### config.mk
export PLATFORM = sky130hd
export DESIGN_NAME = fifo_wr_arbiter_flat
export DESIGN_NICKNAME = d
export VERILOG_FILES = /design/src/rtl/fifo_wr_arbiter_pkg.sv /design/src/rtl/fifo_wr_arbiter_if.sv /design/src/rtl/fifo_wr_arbiter_hold.sv /design/src/rtl/fifo_wr_arbiter.sv /design/src/flat_wrapper.sv
export SDC_FILE = /design/constraint.sdc
export NUM_CORES = 1
export LEC_CHECK = 0
export CAP_MARGIN = 20
export CELL_PAD_IN_SITES_DETAIL_PLACEMENT = 1
export CELL_PAD_IN_SITES_GLOBAL_PLACEMENT = 1
export CORE_MARGIN = 3
export CORE_UTILIZATION = 22
export CTS_BUF_LIST = sky130_fd_sc_hd__clkbuf_16
export CTS_CLUSTER_DIAMETER = 150
export DETAILED_ROUTE_END_ITERATION = 16
export PLACE_DENSITY = 0.76
export SYNTH_ARGS = -nofsm -noshare
export SYNTH_HDL_FRONTEND = slang
export SYNTH_SLANG_ARGS = --single-unit
### constraint.sdc
create_clock -name clk -period 1.3 [get_ports clk]
set_clock_uncertainty 0.05 [all_clocks]
set_input_delay 0.13 -clock clk [delete_from_list [all_inputs] [get_ports clk]]
set_output_delay 0.13 -clock clk [all_outputs]
set_load 0.03 [all_outputs]
### src/rtl/fifo_wr_arbiter_pkg.sv
// Shared constants for the FIFO write-port arbiter: default widths, grant ids
// and the saturation limit used by the optional grant counters.
package fifo_arb_pkg;

    localparam int DW_DEF   = 8;
    localparam int CNTW_DEF = 8;

    localparam logic GNT_A = 1'b0;
    localparam logic GNT_B = 1'b1;

    // All-ones value for a w-bit counter, valid for w in 1..31.
    function automatic logic [31:0] cnt_sat_max(input int w);
        return (32'd1 << w) - 32'd1;
    endfunction

    localparam logic [CNTW_DEF-1:0] CNT_SAT_MAX = CNTW_DEF'(cnt_sat_max(CNTW_DEF));

endpackage

### src/rtl/fifo_wr_arbiter_if.sv
// Bundle of the two requester channels, the FIFO write port and the
// last-grant indication. The arbiter uses the slave view; the bench (or the
// surrounding producers/FIFO) uses the master view.
interface fifo_wr_arbiter_if
    import fifo_arb_pkg::*;
#(
    parameter int DW = DW_DEF
) ();

    logic          a_valid;
    logic [DW-1:0] a_data;
    logic          a_ready;
    logic          b_valid;
    logic [DW-1:0] b_data;
    logic          b_ready;
    logic          f_w_ready;
    logic          f_w_valid;
    logic [DW-1:0] f_w_data;
    logic          last_grant;

    modport slave (
        input  a_valid, a_data, b_valid, b_data, f_w_ready,
        output a_ready, b_ready, f_w_valid, f_w_data, last_grant
    );

    modport master (
        output a_valid, a_data, b_valid, b_data, f_w_ready,
        input  a_ready, b_ready, f_w_valid, f_w_data, last_grant
    );

endinterface

### src/rtl/fifo_wr_arbiter_hold.sv
// One-entry holding register between the arbiter and the FIFO write port.
// Reports space when empty or when the held word leaves this cycle, so a new
// word can be loaded in the same cycle the old one drains.
module fifo_arb_hold
    import fifo_arb_pkg::*;
#(
    parameter int DW = DW_DEF
) (
    input  logic          clk,
    input  logic          rst_n,
    input  logic          load_i,
    input  logic [DW-1:0] load_data_i,
    input  logic          out_ready_i,
    output logic          valid_o,
    output logic [DW-1:0] data_o,
    output logic          space_o
);

    logic          hold_valid_q, hold_valid_d;
    logic [DW-1:0] hold_data_q, hold_data_d;
    logic          drain;

    assign drain   = hold_valid_q & out_ready_i;
    assign space_o = ~hold_valid_q | drain;
    assign valid_o = hold_valid_q;
    assign data_o  = hold_data_q;

    // Next state: a load overrides a drain; data is kept after a drain.
    always_comb begin
        hold_valid_d = hold_valid_q;
        hold_data_d  = hold_data_q;
        if (load_i) begin
            hold_valid_d = 1'b1;
            hold_data_d  = load_data_i;
        end else if (drain) begin
            hold_valid_d = 1'b0;
        end
    end

    // Holding register, discarded immediately on reset.
    always_ff @(posedge clk or negedge rst_n) begin
        if (!rst_n) begin
            hold_valid_q <= 1'b0;
            hold_data_q  <= '0;
        end else begin
            hold_valid_q <= hold_valid_d;
            hold_data_q  <= hold_data_d;
        end
    end

endmodule

### src/rtl/fifo_wr_arbiter.sv
// Two-requester round-robin arbiter feeding the single write port of the byte
// FIFO through a one-entry holding register.
// Optional per-requester grant counters are built when FIFO_ARB_STATS_EN is
// defined; without it the stats ports and logic are absent.
module fifo_wr_arbiter
    import fifo_arb_pkg::*;
#(
    parameter int DW   = DW_DEF,
    parameter int CNTW = CNTW_DEF
) (
    input  logic            clk,
    input  logic            rst_n,
`ifdef FIFO_ARB_STATS_EN
    input  logic            stats_clr,
    output logic [CNTW-1:0] cnt_a,
    output logic [CNTW-1:0] cnt_b,
`endif
    fifo_wr_arbiter_if.slave bus
);

    logic          space;
    logic          fire_a, fire_b;
    logic          rr_q, rr_d;
    logic          load;
    logic [DW-1:0] load_data;

    // Each side's ready looks only at the other side's valid. Ready is held
    // low while reset is asserted so nothing is accepted into a register that
    // is being cleared.
    assign bus.a_ready = rst_n & space & (~bus.b_valid | (rr_q == GNT_B));
    assign bus.b_ready = rst_n & space & (~bus.a_valid | (rr_q == GNT_A));

    assign fire_a    = bus.a_valid & bus.a_ready;
    assign fire_b    = bus.b_valid & bus.b_ready;
    assign load      = fire_a | fire_b;
    assign load_data = fire_a ? bus.a_data : bus.b_data;

    assign bus.last_grant = rr_q;

    fifo_arb_hold #(
        .DW (DW)
    ) u_hold (
        .clk         (clk),
        .rst_n       (rst_n),
        .load_i      (load),
        .load_data_i (load_data),
        .out_ready_i (bus.f_w_ready),
        .valid_o     (bus.f_w_valid),
        .data_o      (bus.f_w_data),
        .space_o     (space)
    );

    // Last-granted id moves only when a word is accepted.
    always_comb begin
        rr_d = rr_q;
        if (fire_a) begin
            rr_d = GNT_A;
        end else if (fire_b) begin
            rr_d = GNT_B;
        end
    end

    // Reset to B so A wins the first contention.
    always_ff @(posedge clk or negedge rst_n) begin
        if (!rst_n) begin
            rr_q <= GNT_B;
        end else begin
            rr_q <= rr_d;
        end
    end

`ifdef FIFO_ARB_STATS_EN
    localparam logic [CNTW-1:0] CNT_MAX = CNTW'(cnt_sat_max(CNTW));

    logic [CNTW-1:0] cnt_a_q, cnt_a_d;
    logic [CNTW-1:0] cnt_b_q, cnt_b_d;

    // Saturating grant counters; a clear beats an increment in the same cycle.
    always_comb begin
        cnt_a_d = cnt_a_q;
        cnt_b_d = cnt_b_q;
        if (stats_clr) begin
            cnt_a_d = '0;
            cnt_b_d = '0;
        end else begin
            if (fire_a && (cnt_a_q != CNT_MAX)) cnt_a_d = cnt_a_q + CNTW'(1);
            if (fire_b && (cnt_b_q != CNT_MAX)) cnt_b_d = cnt_b_q + CNTW'(1);
        end
    end

    // Counter registers.
    always_ff @(posedge clk or negedge rst_n) begin
        if (!rst_n) begin
            cnt_a_q <= '0;
            cnt_b_q <= '0;
        end else begin
            cnt_a_q <= cnt_a_d;
            cnt_b_q <= cnt_b_d;
        end
    end

    assign cnt_a = cnt_a_q;
    assign cnt_b = cnt_b_q;
`endif

endmodule

### src/flat_wrapper.sv
// flat-port wrapper written by rule: the top's interface ports become plain ports
module fifo_wr_arbiter_flat import fifo_arb_pkg::*;
#(
    parameter int DW   = DW_DEF,
    parameter int CNTW = CNTW_DEF
)
  (clk, rst_n, bus_a_valid, bus_a_data, bus_b_valid, bus_b_data, bus_f_w_ready, bus_a_ready, bus_b_ready, bus_f_w_valid, bus_f_w_data, bus_last_grant);
  fifo_wr_arbiter_if #(.DW(DW)) bus_i ();
  input  logic clk;
  input  logic rst_n;
  input wire logic [$bits(bus_i.a_valid)-1:0] bus_a_valid;
  input wire logic [$bits(bus_i.a_data)-1:0] bus_a_data;
  input wire logic [$bits(bus_i.b_valid)-1:0] bus_b_valid;
  input wire logic [$bits(bus_i.b_data)-1:0] bus_b_data;
  input wire logic [$bits(bus_i.f_w_ready)-1:0] bus_f_w_ready;
  output wire logic [$bits(bus_i.a_ready)-1:0] bus_a_ready;
  output wire logic [$bits(bus_i.b_ready)-1:0] bus_b_ready;
  output wire logic [$bits(bus_i.f_w_valid)-1:0] bus_f_w_valid;
  output wire logic [$bits(bus_i.f_w_data)-1:0] bus_f_w_data;
  output wire logic [$bits(bus_i.last_grant)-1:0] bus_last_grant;
  assign bus_i.a_valid = bus_a_valid;
  assign bus_i.a_data = bus_a_data;
  assign bus_i.b_valid = bus_b_valid;
  assign bus_i.b_data = bus_b_data;
  assign bus_i.f_w_ready = bus_f_w_ready;
  assign bus_a_ready = bus_i.a_ready;
  assign bus_b_ready = bus_i.b_ready;
  assign bus_f_w_valid = bus_i.f_w_valid;
  assign bus_f_w_data = bus_i.f_w_data;
  assign bus_last_grant = bus_i.last_grant;
  fifo_wr_arbiter #(.DW(DW), .CNTW(CNTW)) u_core (.clk(clk), .rst_n(rst_n), .bus(bus_i));
endmodule
==> results of run 1 <==
## power by group
part	internal, mW	switching [mW]	total (mW)
logic	0.294	0.308	0.602
clock network	0.403	0.147	0.550
registers	0.381	0.0390	0.420
## flip-flops by register name, indices dropped and copies added (netlist names)
signal	flops
u_core.bus.last_grant	1
u_core.u_hold.data_o	8
u_core.u_hold.valid_o	1
## stage by stage
step | hold slack (ps) | TNS (ps)
2_1_floorplan | -215.6 | -929.2
3_3_place_gp | 465.2 | -1640
3_5_place_dp | 487.0 | -2397
4_1_cts | 89.00 | -113.0
5_1_grt | 164.5 | -547.5
6_report | 121.6 | -77.77
## critical path, delay by kind of cell, from the launching register on
family	cells	cell delay, ps
flops	1	540
compound gates	1	120
buf+inv	3	280
## cells by family after synthesis
group / count (synthesis) / share of synthesized area
buf+inv: 3 / 0.04999
simple gates: 19 / 0.2119
mux: 1 / 0.01905
flops: 10 / 0.4786
compound gates: 18 / 0.2405
## synth_stat cells (all sizes together)
master / count
a21oi: 11
a2bb2oi: 7
and4: 1
buf: 2
dfrtp: 9
dfstp: 1
inv: 1
mux2i: 1
nand2: 10
nand2b: 2
nand3b: 1
nand4: 2
nor2: 3
## layout by cell type, fill, tap and decap left out, types with 2 or more instances in the layout
master           instances
dlygate4sd2_1           10
clkdlybuf4s50_1         19
dfrtp_1                  9
nand2_1                  9
clkbuf_16                3
nand4_1                  2
a2bb2oi_1                6
buf_6                    5
buf_4                   14
a21oi_1                  8
a21oi_2                  3
## final cells by class
cell class                 count  area, µm²  share of cell area
inverter                       1      6.256            0.005767
sequential                    10      251.5              0.2318
clock inverter                 1      3.754            0.003460
tap                           28      35.03             0.03230
timing repair buffer          48      439.2              0.4048
clock buffer                   3      75.07             0.06920
multi-input combinational     38      274.0              0.2526
## worst max-delay path by stage
stage / startpoint / endpoint / cells past startpoint
global placement: bus_b_valid / u_core.u_hold.data_o[4] / 5
CTS: u_core.bus.last_grant / bus_a_ready / 4
detailed placement: rst_n / u_core.u_hold.data_o[0] / 4
global route: u_core.bus.last_grant / bus_a_ready / 4
floorplan: u_core.bus.last_grant / u_core.u_hold.data_o[0] / 5
finish: u_core.bus.last_grant / bus_a_ready / 4
## per-layer routing
metal,routed length [µm],share of wire,up-vias,GRT usage
met5,0,0,-,0
met4,31,0.017,0,0.07469
met3,192,0.11,4,0.06540
met2,859,0.48,31,0.2402
met1,703,0.39,270,0.1609
li1,-,-,284,-
## what timing repair did
item,in CTS,in global routing
pin swaps,2,1
gates resized for setup,19,2
endpoints found under the setup margin,18,11
buffers inserted,5,2
hold buffers,0,0
==> flow_metrics.tcl, run 1 <==
set metrics [dict create \
    cp_slowest_cell "dfstp_2" \
    data_required_time_at_the_worst_endpoint_ps 1120 \
    critical_path.max_fanout 3 \
    run_status "finished with violations" \
    peakVddDrop_v 0.0006057 \
    clk_root_buffer_cell "clkbuf_16" \
    vias_per_cell 4.566 \
    setup_cp_type "reg -> out" \
    crit_path_frequent_cell "buf_6" \
    diodes 0 \
    timing.reg2reg.worst_path_depth 4 \
    post_synth_num_cell_types 17 \
    grt_pass1_wl_mm 2.953 \
    achievable-frequency_mhz 737.1 \
    synth_area_per_cell_um2 10.30 \
    total_leakage_power_nw 0.5031 \
    yosysTopAreaCell "dfrtp_1" \
    drc_errors 0 \
    finalMaxSlewViolations 0 \
    yosys_warnings 0 \
    cts_tree "yes" \
    clkTransAtPathRegs_ps 40 \
    number_of_global_route_vias_before_repair 656 \
    num_rows 17 \
    post-route-util 0.4857 \
    placeableCoreArea_um2 2233 \
    max-slew-margin-rel 0.7565 \
    detail_route.first_pass.iterations 4 \
    clkLatencyLatePin_ps 240 \
    power.total_mw 1.573 \
    max_cap_violations 0 \
    pwr_density_cell_nw_per_um2 1450 \
    fin_nets 123 \
    synth_area_um2 525.5 \
    timing.critical_path.cells "buf_6 -> inv_4 -> a21oi_2 -> buf_6" \
    antenna_left 0 \
    placement_stage_worst_setup_slack_ps -260.8 \
    crit_arrival_ps 1180 \
    final_routed_wirelength_across_all_metal_layers_mm 1.787 \
    synth_seq_cells 10 \
    wl_per_cell_um 13.85 \
    timing.rr.start "u_core.bus.last_grant" \
    worst_hold_path_class "in -> async" \
    finalCritPeriodShare 1.044 \
    final_hold_viol_count 0 \
    die-area_um2 3011 \
    layout.cell_area.non_filler_um2 1085 \
    grt.overflow.total 0 \
    place_inst 118 \
    placement.cell_area_um2 925.9 \
    rrSetupSlack_ps -20 \
    final_cells 129 \
    syn_to_final_growth_pct 106.4 \
    synth.area.top_cells "dfrtp_1, a2bb2oi_1, a21oi_1" \
    cts_inserted_buffers 3 \
    grt_start_max_net_pins 10 \
    detailedPlacementHpwl_mm 1.283 \
    start_kind "register" \
    crit-reg2reg-capture "u_core.u_hold.data_o[3]" \
    h-tree-depth 1 \
    drt_iter0_drc 2 \
    die_h_um 54.88 \
    cp-end-kind "output pin" \
    place.port_buffers 32 \
    critical-path-max-stage-delay_ps 540 \
    vias_after_detailed_routing 589 \
    post_synth_inst_count 51 \
    finalSetupViolations 2 \
    period_needed_ps 1357 \
    floorplan.io_pins 33 \
    setup_repair_after_global_routing_missed_its_margin "yes" \
    synthesis.nets 72 \
    layout.filler_cells 264 \
    initial_core_util 0.2353 \
    final_layout_size_suffix_gt1_frac 0.3366 \
    setup_ws_ps -56.58 \
    initial_antenna_violation_count 0 \
    gp_routability_congestion 0.7571 \
    grtUsageTotal 0.1477 \
    floorplan.die.width_um 54.88 \
    yosys.area.top_type_share 0.4286 \
    actual_transition_at_the_worst_max_transition_pin_ps 365.2 \
    failing_checks "negative setup slack" \
    synth_sequential_area_ratio 0.4786 \
    clock_path_buffers 2 \
    clock-sinks 10 \
]
No activity file was read; power rests on OpenSTA's default activity.
==> inputs of run 2 (changes only) <==
- MAX_ROUTING_LAYER: default -> met4
==> run 2 against run 1 <==
Against the previous run:
- the run still ends with negative setup slack left
- cell count stayed put
- die area stayed put
- routed wire length did not move
- clock-buffer cell count stayed put
- core utilization unchanged
- clock power about the same
- combinational power about the same
- worst setup slack about the same
==> flow_metrics.tcl, run 2 (synthesized netlist as in run 1, its figures left out) <==
set metrics [dict create \
    run_status "finished with violations" \
    failing_checks "negative setup slack" \
    netSwitchingFraction 0.3140 \
    die_h_um 54.88 \
    grtUsageTotal 0.1518 \
    start_kind "register" \
    sequentialPowerShare 0.267 \
    place.port_buffers 32 \
    clkTransAtPathRegs_ps 40 \
    timing.critical_path.cells "buf_6 -> inv_4 -> a21oi_2 -> buf_6" \
    setup_cp_type "reg -> out" \
    cts_hold_repair.buffers 0 \
    finalCritPeriodShare 1.044 \
    power_frac_comb 0.383 \
    period_needed_ps 1357 \
    crit-reg2reg-capture "u_core.u_hold.data_o[3]" \
    final_hold_viol_count 0 \
    clock-sinks 10 \
    finalMaxSlewViolations 0 \
    critical_path_buf_inv_count 3 \
    cp-end-kind "output pin" \
    path_delay_family "flip-flops" \
    data_required_time_at_the_worst_endpoint_ps 1120 \
    drt_iter0_drc 2 \
    gp_routability_congestion 0.7669 \
    floorplan.die.width_um 54.88 \
    floorplan.io_pins 33 \
    timing.rr.start "u_core.bus.last_grant" \
    achievable-frequency_mhz 737.1 \
    h-tree-depth 1 \
    placeableCoreArea_um2 2233 \
    vias_after_detailed_routing 589 \
    clkLatencyLatePin_ps 240 \
    initial_antenna_violation_count 0 \
    initial_core_util 0.2353 \
    detailedPlacementHpwl_mm 1.283 \
    critical_path_depth 4 \
    syn_to_final_growth_pct 106.4 \
    final_cells 129 \
    cp_slowest_cell "dfstp_2" \
    critical-path-max-stage-delay_ps 540 \
    crit_path_end "bus_a_ready" \
    peakVddDrop_v 0.0006057 \
    crit_path_frequent_cell "buf_6" \
    power_frac_clock 0.350 \
    diodes 0 \
    critical_path.max_fanout 3 \
    layout.cells.most_common_list "clkdlybuf4s50_1, buf_4, dlygate4sd2_1, nand2_1, dfrtp_1" \
    max-slew-margin-rel 0.7565 \
    max_cap_violations 0 \
    actual_transition_at_the_worst_max_transition_pin_ps 365.2 \
    total_leakage_power_nw 0.5031 \
    power_report.internal_total_mw 1.078 \
    worst_hold_path_class "in -> async" \
    largest_register_ffs 8 \
    layout.cells.most_common "clkdlybuf4s50_1" \
    wl_per_cell_um 13.85 \
    critPathLaunch "u_core.bus.last_grant" \
    detail_route.first_pass.iterations 4 \
    timing.reg2reg.worst_path_depth 4 \
    final_layout_size_suffix_gt1_frac 0.3366 \
    die-area_um2 3011 \
    number_of_global_route_vias_before_repair 656 \
    clk_root_buffer_cell "clkbuf_16" \
    antenna_left 0 \
    final_routed_wirelength_across_all_metal_layers_mm 1.787 \
    cts_tree "yes" \
    crit_arrival_ps 1180 \
    grt_pass1_wl_mm 2.953 \
    drc_errors 0 \
    pwr_density_cell_nw_per_um2 1449 \
    setup_ws_ps -56.61 \
    grt_start_max_net_pins 10 \
    hold_worst_slack_ps 121.6 \
    setup_repair_after_global_routing_missed_its_margin "yes" \
    clock_path_buffers 2 \
    grt.overflow.total 0 \
    fin_nets 123 \
    rrSetupSlack_ps -20 \
    vias_per_cell 4.566 \
    place_inst 118 \
    num_rows 17 \
    cts_inserted_buffers 3 \
    netSwitchingPower_mw 0.4936 \
    finalSetupViolations 2 \
]
[run 2: cell counts in the layout (fill, tap and decap cells not counted)]
No cell type changed its count.
[run 2: worst min path at each step]
| stage | start | to | slack (ps) | cells after the start |
|---|---|---|---|---|
| floorplan | rst_n | u_core.u_hold.data_o[0] | -220 | 0 |
| global placement | u_core.u_hold.data_o[1] | u_core.u_hold.data_o[1] | 470 | 1 |
| detailed placement | u_core.u_hold.data_o[1] | u_core.u_hold.data_o[1] | 490 | 1 |
| CTS | rst_n | u_core.u_hold.valid_o | 90 | 2 |
| global route | rst_n | u_core.u_hold.valid_o | 160 | 2 |
| finish | rst_n | u_core.u_hold.valid_o | 120 | 2 |
[run 2: area by class of cell]
cell class                      count  area (µm²)
Multi-Input combinational cell     38       274.0
Fill cell                         264        1149
Inverter                            1       6.256
Sequential cell                    10       251.5
Clock inverter                      1       3.754
Timing Repair Buffer               48       439.2
Clock buffer                        3       75.07
Tap cell                           28       35.03
[run 2: power by group through the flow]
| stage | logic (mW) | registers (mW) | clock network [mW] |
|---|---|---|---|
| finish | 0.602 | 0.420 | 0.550 |
| global route | 0.645 | 0.428 | 0.576 |
| CTS | 0.587 | 0.422 | 0.557 |
| detailed placement | 0.561 | 0.421 | 0 |
| global placement | 0.547 | 0.425 | 0 |
| floorplan | 0.165 | 0.552 | 0 |
[run 2: stage by stage]
step	instance area [µm²]	power [mW]	worst slack [ps]	utilization	TNS (ps)
2_1_floorplan	533.0	0.7172	-106.9	-	-929.2
3_3_place_gp	925.9	0.9718	-192.5	0.4146	-1640
3_5_place_dp	925.9	0.9811	-260.8	0.4146	-2397
4_1_cts	1059	1.566	-74.17	0.4740	-113.0
5_1_grt	1085	1.650	-80.99	0.4857	-547.5
6_report	1085	1.572	-56.61	0.4857	-77.79
[run 2: metal layers]
metal / part of all wire / global-route usage
met2: 0.48 / 0.2402
met1: 0.40 / 0.1625
met4: 0.017 / 0.07469
met5: 0 / -
met3: 0.10 / 0.06267
[run 2: worst reg2reg max path, cell delays in order (launching register included)]
cell and delay [ps]:
dfstp_2 540, nand2b_1 140, and4_4 280, a21oi_1 90
a2bb2oi_1 140
[run 2: what timing repair did]
| action | 4_1_cts | 5_1_grt |
|---|---|---|
| gates cloned | 0 | 0 |
| pin swaps | 2 | 1 |
| resized for setup | 19 | 2 |
| buffers inserted | 5 | 2 |
| setup endpoints to repair | 18 | 11 |
